**src/rtl/lbp_scan_engine.sv**
```systemverilog
// lbp_scan_engine
//   Scans a 2^ROW_BITS x 2^COL_BITS grayscale frame held in host memory and
//   writes one 8-bit Local Binary Pattern code per interior pixel. A sliding
//   3x3 window is used: 9 reads at the start of each row, then 3 reads per
//   step for the new right-hand column. Each neighbour bit is
//   (neighbour >= centre + thr), with the sum held in PIX_W+1 bits. When
//   BORDER_WRITE is set, every border pixel then gets code 0 in ascending
//   address order.
//
// Ports
//   clk        rising-edge clock
//   reset      synchronous, active-high
//   gray_ready frame available, looked at only while idle
//   thr        comparison threshold, captured when the scan starts
//   gray_addr  read address {row,col}
//   gray_req   read strobe, one address per cycle
//   gray_data  read data, valid the cycle after the request
//   lbp_addr   write address {row,col}
//   lbp_valid  write strobe, one cycle per code
//   lbp_data   LBP code
//   finish     frame complete, held until reset
module lbp_scan_engine #(
  parameter int COL_BITS     = 7,
  parameter int ROW_BITS     = 7,
  parameter int PIX_W        = 8,
  parameter int BORDER_WRITE = 0
) (
  input  logic                         clk,
  input  logic                         reset,
  input  logic                         gray_ready,
  input  logic [PIX_W-1:0]             thr,
  output logic [ROW_BITS+COL_BITS-1:0] gray_addr,
  output logic                         gray_req,
  input  logic [PIX_W-1:0]             gray_data,
  output logic [ROW_BITS+COL_BITS-1:0] lbp_addr,
  output logic                         lbp_valid,
  output logic [7:0]                   lbp_data,
  output logic                         finish
);

  localparam int AW = ROW_BITS + COL_BITS;
  localparam logic [COL_BITS-1:0] COL_ONE = {{(COL_BITS-1){1'b0}}, 1'b1};
  localparam logic [COL_BITS-1:0] COL_END = {{(COL_BITS-1){1'b1}}, 1'b0};
  localparam logic [COL_BITS-1:0] COL_MAX = '1;
  localparam logic [ROW_BITS-1:0] ROW_ONE = {{(ROW_BITS-1){1'b0}}, 1'b1};
  localparam logic [ROW_BITS-1:0] ROW_END = {{(ROW_BITS-1){1'b1}}, 1'b0};
  localparam logic [ROW_BITS-1:0] ROW_MAX = '1;
  localparam logic [AW-1:0]       ADDR_ONE = {{(AW-1){1'b0}}, 1'b1};

  typedef enum logic [2:0] {IDLE, LOAD, SHIFT, WRITE, BORDER, DONE} state_t;

  state_t              state;
  logic [ROW_BITS-1:0] row;
  logic [COL_BITS-1:0] col;
  logic [3:0]          cnt;
  logic [PIX_W-1:0]    thr_q;
  // Window in raster order: 0..2 top row, 3..5 middle, 6..8 bottom.
  logic [PIX_W-1:0]    win [0:8];
  logic [PIX_W:0]      limit;
  logic [7:0]          code;

  // Address of the k-th read around window centre (r,c). A row load walks the
  // full 3x3 block; a shift only fetches the right-hand column.
  function automatic logic [AW-1:0] rd_addr(input logic [ROW_BITS-1:0] r,
                                            input logic [COL_BITS-1:0] c,
                                            input logic [3:0] k,
                                            input logic shift);
    logic [1:0] dr;
    logic [1:0] dc;
    dr = 2'd0;
    dc = 2'd0;
    if (shift) begin
      dr = k[1:0];
      dc = 2'd2;
    end else begin
      case (k)
        4'd1: dc = 2'd1;
        4'd2: dc = 2'd2;
        4'd3: dr = 2'd1;
        4'd4: begin dr = 2'd1; dc = 2'd1; end
        4'd5: begin dr = 2'd1; dc = 2'd2; end
        4'd6: dr = 2'd2;
        4'd7: begin dr = 2'd2; dc = 2'd1; end
        4'd8: begin dr = 2'd2; dc = 2'd2; end
        default: ;
      endcase
    end
    rd_addr = {r + {{(ROW_BITS-2){1'b0}}, dr} - ROW_ONE,
               c + {{(COL_BITS-2){1'b0}}, dc} - COL_ONE};
  endfunction

  // Next border address in raster order: interior rows jump from column 0
  // straight to the last column; everything else simply increments.
  function automatic logic [AW-1:0] border_next(input logic [AW-1:0] a);
    logic [ROW_BITS-1:0] br;
    logic [COL_BITS-1:0] bc;
    {br, bc} = a;
    if (br != '0 && br != ROW_MAX && bc == '0)
      border_next = {br, COL_MAX};
    else
      border_next = a + ADDR_ONE;
  endfunction

  // The bottom-right neighbour is the last read of both LOAD and SHIFT and
  // arrives on the edge that enters WRITE, so it is taken straight from the
  // read bus rather than from the window.
  always_comb begin
    limit   = {1'b0, win[4]} + {1'b0, thr_q};
    code    = 8'h00;
    code[0] = ({1'b0, win[0]}    >= limit);
    code[1] = ({1'b0, win[1]}    >= limit);
    code[2] = ({1'b0, win[2]}    >= limit);
    code[3] = ({1'b0, win[3]}    >= limit);
    code[4] = ({1'b0, win[5]}    >= limit);
    code[5] = ({1'b0, win[6]}    >= limit);
    code[6] = ({1'b0, win[7]}    >= limit);
    code[7] = ({1'b0, gray_data} >= limit);
  end

  // Scan controller. Read strobes and addresses are registered, so each state
  // programs the request for the following cycle; read data lands one cycle
  // behind its request, which is why captures use cnt-1.
  always_ff @(posedge clk) begin
    if (reset) begin
      state     <= IDLE;
      row       <= ROW_ONE;
      col       <= COL_ONE;
      cnt       <= '0;
      thr_q     <= '0;
      gray_addr <= '0;
      gray_req  <= 1'b0;
      lbp_addr  <= '0;
      lbp_valid <= 1'b0;
      lbp_data  <= '0;
      finish    <= 1'b0;
      for (int i = 0; i < 9; i++) win[i] <= '0;
    end else begin
      case (state)
        IDLE: begin
          if (gray_ready) begin
            thr_q     <= thr;
            state     <= LOAD;
            cnt       <= '0;
            gray_req  <= 1'b1;
            gray_addr <= rd_addr(row, col, 4'd0, 1'b0);
          end
        end
        LOAD: begin
          if (cnt != 4'd0) win[cnt - 4'd1] <= gray_data;
          if (cnt < 4'd8) begin
            gray_req  <= 1'b1;
            gray_addr <= rd_addr(row, col, cnt + 4'd1, 1'b0);
          end else begin
            gray_req <= 1'b0;
          end
          if (cnt == 4'd9) begin
            state     <= WRITE;
            lbp_valid <= 1'b1;
            lbp_addr  <= {row, col};
            lbp_data  <= code;
          end else begin
            cnt <= cnt + 4'd1;
          end
        end
        SHIFT: begin
          case (cnt)
            4'd1: win[2] <= gray_data;
            4'd2: win[5] <= gray_data;
            4'd3: win[8] <= gray_data;
            default: ;
          endcase
          if (cnt < 4'd2) begin
            gray_req  <= 1'b1;
            gray_addr <= rd_addr(row, col, cnt + 4'd1, 1'b1);
          end else begin
            gray_req <= 1'b0;
          end
          if (cnt == 4'd3) begin
            state     <= WRITE;
            lbp_valid <= 1'b1;
            lbp_addr  <= {row, col};
            lbp_data  <= code;
          end else begin
            cnt <= cnt + 4'd1;
          end
        end
        WRITE: begin
          lbp_valid <= 1'b0;
          cnt       <= '0;
          if (col != COL_END) begin
            col       <= col + COL_ONE;
            state     <= SHIFT;
            win[0]    <= win[1];
            win[1]    <= win[2];
            win[3]    <= win[4];
            win[4]    <= win[5];
            win[6]    <= win[7];
            win[7]    <= win[8];
            gray_req  <= 1'b1;
            gray_addr <= rd_addr(row, col + COL_ONE, 4'd0, 1'b1);
          end else if (row != ROW_END) begin
            row       <= row + ROW_ONE;
            col       <= COL_ONE;
            state     <= LOAD;
            gray_req  <= 1'b1;
            gray_addr <= rd_addr(row + ROW_ONE, COL_ONE, 4'd0, 1'b0);
          end else if (BORDER_WRITE != 0) begin
            state     <= BORDER;
            lbp_valid <= 1'b1;
            lbp_addr  <= '0;
            lbp_data  <= '0;
          end else begin
            state  <= DONE;
            finish <= 1'b1;
          end
        end
        BORDER: begin
          if (lbp_addr == '1) begin
            state     <= DONE;
            lbp_valid <= 1'b0;
            finish    <= 1'b1;
          end else begin
            lbp_addr <= border_next(lbp_addr);
          end
        end
        DONE: begin
          gray_req  <= 1'b0;
          lbp_valid <= 1'b0;
          finish    <= 1'b1;
        end
        default: state <= IDLE;
      endcase
    end
  end

endmodule

```
**config.mk**
```make
export PLATFORM = sky130hd
export DESIGN_NAME = lbp_scan_engine
export DESIGN_NICKNAME = d
export VERILOG_FILES = /design/src/rtl/lbp_scan_engine.sv
export SDC_FILE = /design/constraint.sdc
export NUM_CORES = 1
export LEC_CHECK = 0
export ABC_AREA = 1
export BUFFER_PORTS_ARGS = -buffer_cell sky130_fd_sc_hd__buf_2
export CELL_PAD_IN_SITES_DETAIL_PLACEMENT = 0
export CELL_PAD_IN_SITES_GLOBAL_PLACEMENT = 1
export CORE_ASPECT_RATIO = 1.1
export CORE_MARGIN = 10
export CORE_UTILIZATION = 50
export CTS_CLUSTER_DIAMETER = 30
export CTS_CLUSTER_SIZE = 30
export DETAILED_ROUTE_END_ITERATION = 16
export GPL_ROUTABILITY_DRIVEN = 0
export PLACE_DENSITY_LB_ADDON = 0.1
export SLEW_MARGIN = 5
export SYNTH_ARGS = -nofsm -noshare
export SYNTH_HDL_FRONTEND = slang
export SYNTH_SLANG_ARGS = --single-unit
export TNS_END_PERCENT = 10
```
**constraint.sdc**
```tcl
create_clock -name clk -period 5.8 [get_ports clk]
set_input_delay 1.16 -clock clk [delete_from_list [all_inputs] [get_ports clk]]
set_output_delay 1.16 -clock clk [all_outputs]
set_load 0.02 [all_outputs]
```
==> impl_metrics.json, run 1 <==
{
  "most-common-layout-cells": "nand2_1, inv_1, nor2_1, ha_1, o21ai_0",
  "regArea_um2": 3520,
  "nFillCells": 1851,
  "drc_errors": 0,
  "synth-async-reset-ratio": 0,
  "overflow": 0,
  "dieHeight_um": 167,
  "grt_pass1_vias": 8445,
  "yosys_warnings": 0,
  "ios": 58,
  "maxCapViolCount": 0,
  "syn-cell-area_um2": 9790,
  "powerDensity_nw_per_um2": 448,
  "ys_ff_latch": 140,
  "worst_slew_pin_slew_ns": 1.03,
  "dieArea_um2": 25600,
  "grtUsageTotal": 0.211,
  "arrival_ns": 3.74,
  "post-route-util": 0.564,
  "ctsResizeCount": 0,
  "synthFlopType": "edfxtp_1",
  "status": "finished, final reports clean",
  "core_um2": 19200,
  "timing.final.crit_period_ns": 3.41,
  "cts_inserted_buffers": 17,
  "finalClockSkew_ns": 0.0131,
  "portBuffers": 57,
  "diodes": 0,
  "p_leak_uw": 0.00493,
  "cts-root-buf": "clkbuf_16",
  "nets": 1437,
  "endpoint_kind": "flip-flop",
  "core.rowCount": 53,
  "synth_area_per_cell_um2": 7.91,
  "clk_path_buf_depth": 2,
  "tns_ns": 0,
  "multiInputGateArea_um2": 5550,
  "dp_hpwl_um": 20500,
  "cts_tree": "done",
  "initial_core_util": 0.511,
  "rsz0062_at_grt": "no",
  "ys_types": 51,
  "min_path_cells": 2,
  "timing.slew.headroom": 0.311,
  "worstSetupPathType": "reg -> reg",
  "fmax_mhz": 293,
  "ctsHoldBuffers": 0,
  "clk_latency_ns": 0.43,
  "start_kind": "flip-flop",
  "maxSlewViolCount": 0,
  "final_common_cell": "nand2_1",
  "die_x_um": 153,
  "grt_pass1_wl_um": 44000,
  "viasPerCell": 5.47,
  "h-tree-depth": 4,
  "reg2reg_depth": 19,
  "crit_path_max_fanout": 7,
  "seq_area_frac_synth": 0.360,
  "placed_cells": 1522,
  "cts_setup_buffers": 0,
  "required_ns": 6.13,
  "hold_viol": 0,
  "layoutNonFillerInstCount": 1554,
  "drive_above_1_share": 0.0895,
  "fin_crit_sh": 0.588,
  "peakVddDrop_v": 0.000257,
  "synth_cells": 1238,
  "antenna_found_initial": 0,
  "vias": 8494,
  "synth_edf_count": 72,
  "grt_max_degree": 47,
  "final-setup-viol-count": 0,
  "syn_nets": 1381,
  "drt_first_pass_iters": 5,
  "drt_iter0_drc": 564,
  "areaGrowthSynthToFinish_pct": 10.4,
  "holdCritPathClass": "reg -> reg",
  "cts.sinks": 140,
  "antenna_left": 0,
  "totalWireLength_um": 27500,
  "routedWlPerCell_um": 17.7,
  "cts.clk_slew.worst_paths_ns": 0.06
}
==> per-layer routing <==
metal / vias to the layer above / track usage / share of wire
met5: - / 0 / 0
met4: 0 / 0.0880 / 0.031
met3: 54 / 0.0307 / 0.043
met2: 211 / 0.380 / 0.50
met1: 3918 / 0.244 / 0.43
li1: 4311 / - / -
==> flip-flops by register name (all words and copies together), names as in the netlist <==
signal	cells
thr_q	8
lbp_addr	14
col	7
gray_req	1
state	3
gray_addr	14
lbp_data	8
cnt	4
win	72
finish	1
row	7
lbp_valid	1
==> power by group <==
part,switching (uW),total (uW),internal (uW)
combinational,1600,2440,839
sequential,171,1430,1250
clock,411,979,568
total,2180,4850,2660
==> synthesized netlist by cell type, types with 3 or more instances <==
| cell type | instances | share of area |
|---|---|---|
| clkbuf_1 | 12 | 0.0046 |
| a31oi_1 | 3 | 0.0019 |
| xnor2_1 | 6 | 0.0054 |
| buf_4 | 3 | 0.0023 |
| fa_1 | 4 | 0.0082 |
| dfxtp_1 | 68 | 0.14 |
| a221oi_1 | 5 | 0.0045 |
| xor2_1 | 37 | 0.033 |
| nor3_1 | 19 | 0.0097 |
| nor2_2 | 5 | 0.0032 |
| inv_2 | 5 | 0.0019 |
| ha_1 | 120 | 0.15 |
| nand3_1 | 59 | 0.030 |
| o211ai_1 | 7 | 0.0054 |
| edfxtp_1 | 72 | 0.22 |
| buf_6 | 5 | 0.0057 |
| clkinv_1 | 3 | 0.0011 |
| nand3b_1 | 6 | 0.0046 |
| buf_2 | 6 | 0.0031 |
| nor2_1 | 121 | 0.046 |
| o21ai_0 | 117 | 0.060 |
| o22ai_1 | 14 | 0.0089 |
| o21ai_1 | 7 | 0.0036 |
| nand2_1 | 243 | 0.093 |
| o32ai_1 | 3 | 0.0027 |
| inv_1 | 142 | 0.054 |
| nand4_1 | 28 | 0.018 |
| a21oi_1 | 83 | 0.042 |
| nand2_2 | 5 | 0.0032 |
==> stage by stage <==
stage / total power [uW] / hold WS, ns / instance area (um2) / worst slack, ns
global placement: 3850 / 0.446 / 10300 / 2.45
CTS: 4870 / 0.456 / 10800 / 2.38
detailed placement: 3890 / 0.444 / 10300 / 2.40
floorplan: 3190 / 0.428 / 9790 / 2.81
global route: 5280 / 0.490 / 10800 / 2.10
finish: 4850 / 0.458 / 10800 / 2.39
==> area by class of cell <==
type                            instances  area share
Multi-Input combinational cell        920       0.513
Sequential cell                       140       0.326
Inverter                              150      0.0521
Clock buffer                           26      0.0443
Timing Repair Buffer                   65      0.0319
Tap cell                              247      0.0286
Clock inverter                          6     0.00382
==> worst max-delay path, stage by stage (launching register included) <==
cell and delay (ns):
dfxtp_1 0.48, ha_1 0.26, xor2_1 0.26, inv_1 0.07, nor2_1 0.21, a221oi_1 0.13, ha_1 0.28, inv_1 0.06
ha_1 0.18, inv_1 0.07, fa_1 0.38, nor2_1 0.15, nor2_1 0.06, o21bai_1 0.15, xor2_1 0.17, nor2_1 0.05
nor3_1 0.18, nand2_1 0.07, nand2_1 0.06, inv_1 0.03
==> kinds of logic (layout without fill, tap and decap cells) <==
family	after synthesis	in the layout	synth area share
AND/OR/NAND/NOR	494	494	0.216
AO/OA/AOI/OAI	259	259	0.150
buffers and inverters	178	247	0.0740
flip-flops	140	140	0.360
adder cells (fa/ha/maj)	124	124	0.161
XOR/XNOR	43	43	0.0385
==> worst paths after layout <==
check | startpoint | end | slack [ns]
worst max-delay path | cnt[0] | gray_addr[5] | 2.39
worst min-delay path | thr_q[7] | thr_q[7] | 0.46
worst max register to register | cnt[0] | gray_addr[5] | 2.39
worst min register to register | thr_q[7] | thr_q[7] | 0.46
Note: power is estimated with default switching activity, not from simulation.
==> inputs of run 2 (changes only) <==
- CORE_UTILIZATION: 50 -> 42
- clock period: 5.8 -> 2.89 ns (I/O delays scaled with it)
==> impl_metrics.json, run 2 (synthesis gave the netlist of run 1 again) <==
{
  "pwr-share-seq": 0.275,
  "crit_path_max_fanout": 3,
  "fin_crit_sh": 1.03,
  "crit_top_cell": "inv_1",
  "drc_errors": 0,
  "peakVddDrop_v": 0.000462,
  "cts_inserted_buffers": 17,
  "routedWlPerCell_um": 17.7,
  "largest_register_ffs": 72,
  "totalPowerFinal_uw": 10300,
  "hold_viol": 0,
  "holdWs_ns": 0.433,
  "nets": 1505,
  "cts_tree": "done",
  "drt_first_pass_iters": 5,
  "grt_max_degree": 47,
  "clk_path_buf_depth": 2,
  "post-place-ws_ns": -0.428,
  "ctsHoldBuffers": 0,
  "maxCapViolCount": 0,
  "ios": 58,
  "worstSetupPathType": "reg -> reg",
  "fmax_mhz": 337,
  "slowest_delay_ns": 0.36,
  "endpoint_kind": "flip-flop",
  "viasPerCell": 5.20,
  "final_common_cell": "nand2_1",
  "drt_iter0_drc": 439,
  "p_sw_uw": 4650,
  "dieArea_um2": 29800,
  "timing.slew.headroom": 0.522,
  "start_kind": "flip-flop",
  "cp_cell_sequence": "ha_4 > xor2_2 > inv_1 > nor2_2 > buf_4 > a221oi_1 > ha_1 > inv_1 > ha_4 > inv_2 > fa_2 > nor2_2 > nor2_1 > o21bai_1 > xor2_1 > nor2_1 > nor3_1 > nand2_1 > nand2_1 > inv_1",
  "dieHeight_um": 180,
  "power.internal_uw": 5660,
  "die_x_um": 166,
  "path_delay_family": "adder cells",
  "setup_ws_ns": -0.0780,
  "power.share.clock": 0.204,
  "totalWireLength_um": 29700,
  "path_buf_inv": 5,
  "powerDensity_nw_per_um2": 895,
  "worst_slew_pin_slew_ns": 0.715,
  "arrival_ns": 3.31,
  "slowest_stage": "dfxtp_4",
  "required_ns": 3.23,
  "p_leak_uw": 0.00530,
  "maxSlewViolCount": 0,
  "h-tree-depth": 4,
  "vias": 8717,
  "areaGrowthSynthToFinish_pct": 17.7,
  "grt_pass1_vias": 8728,
  "timing.final.crit_period_ns": 2.97,
  "antenna_left": 0,
  "most-common-layout-cells": "nand2_1, inv_1, nor2_1, ha_1, o21ai_0",
  "final-setup-viol-count": 3,
  "post-route-util": 0.503,
  "cts.clk_slew.worst_paths_ns": 0.07,
  "regMostFlops": "win",
  "cts.sinks": 140,
  "core_um2": 22900,
  "finalClockSkew_ns": 0.0143,
  "status": "finished, violations left",
  "diodes": 0,
  "overflow": 0,
  "cts-root-buf": "clkbuf_16",
  "grt_pass1_wl_um": 46700,
  "dp_hpwl_um": 22300,
  "clk_latency_ns": 0.43,
  "grtUsageTotal": 0.194,
  "p_comb_frac": 0.521,
  "holdCritPathClass": "in -> reg",
  "core.rowCount": 58,
  "rsz0062_at_grt": "yes",
  "initial_core_util": 0.427,
  "failed_checks": "negative setup slack",
  "swShare": 0.451,
  "drive_above_1_share": 0.151,
  "antenna_found_initial": 0,
  "nFillCells": 2339,
  "portBuffers": 57,
  "top_regs": "win x72, gray_addr x14, lbp_addr x14"
}
-- run 2: final cells by class --
class | count | area, um2 | area share
multi-input cells | 920 | 5630 | 0.489
clock inverters | 13 | 105 | 0.00912
repair buffers | 133 | 868 | 0.0753
flip-flops and latches | 140 | 3530 | 0.306
clock buffers | 19 | 453 | 0.0393
inverters | 150 | 563 | 0.0488
well taps | 300 | 375 | 0.0326
-- run 2: repair_timing --
item | 4_1_cts | 5_1_grt
endpoints found under the setup margin | 11 | 13
endpoints found under the hold margin | 0 | 0
pin swaps | 7 | 13
cloned | 0 | 0
buffers inserted | 0 | 3
gates resized for setup | 12 | 5
-- run 2: worst reg2reg max path: stages, from the launching register on --
cell	delay (ns)
dfxtp_4	0.36
ha_4	0.17
xor2_2	0.19
inv_1	0.08
nor2_2	0.14
buf_4	0.13
a221oi_1	0.08
ha_1	0.19
inv_1	0.10
ha_4	0.14
inv_2	0.04
fa_2	0.36
nor2_2	0.10
nor2_1	0.05
o21bai_1	0.15
xor2_1	0.18
nor2_1	0.06
nor3_1	0.18
nand2_1	0.09
nand2_1	0.06
inv_1	0.03
-- run 2: worst paths after layout --
kind	start	cells after the start	endpoint	slack (ns)
max reg2reg	cnt[0]	20	gray_addr[5]	-0.08
min	thr[2]	3	thr_q[2]	0.43
max	cnt[0]	20	gray_addr[5]	-0.08
min reg2reg	thr_q[7]	2	thr_q[7]	0.45
-- run 2: per-stage QoR --
stage | instances | area (um2) | TNS, ns
detailed placement | 1640 | 10900 | -3.63
global route | 1675 | 11500 | -2.21
global placement | 1640 | 10900 | -3.70
floorplan | 1238 | 9820 | 0
CTS | 1672 | 11500 | -0.0741
finish | 1675 | 11500 | -0.117
-- run 2: routing by layer --
layer / up-vias / track usage / share of wire
met5: - / 0 / 0
met4: 0 / 0.0688 / 0.026
met3: 42 / 0.0286 / 0.037
met2: 173 / 0.353 / 0.51
met1: 4056 / 0.226 / 0.43
li1: 4446 / - / -
-- run 2: power groups by stage --
stage                     Sequential (uW)  Combinational [uW]  Clock (uW)
final                                2840                5370        2100
after global routing                 2900                6100        2220
after CTS                            2840                5380        2140
after detailed placement             2870                5290           0
after global placement               2870                5260           0
after floorplan                      3040                3370           0
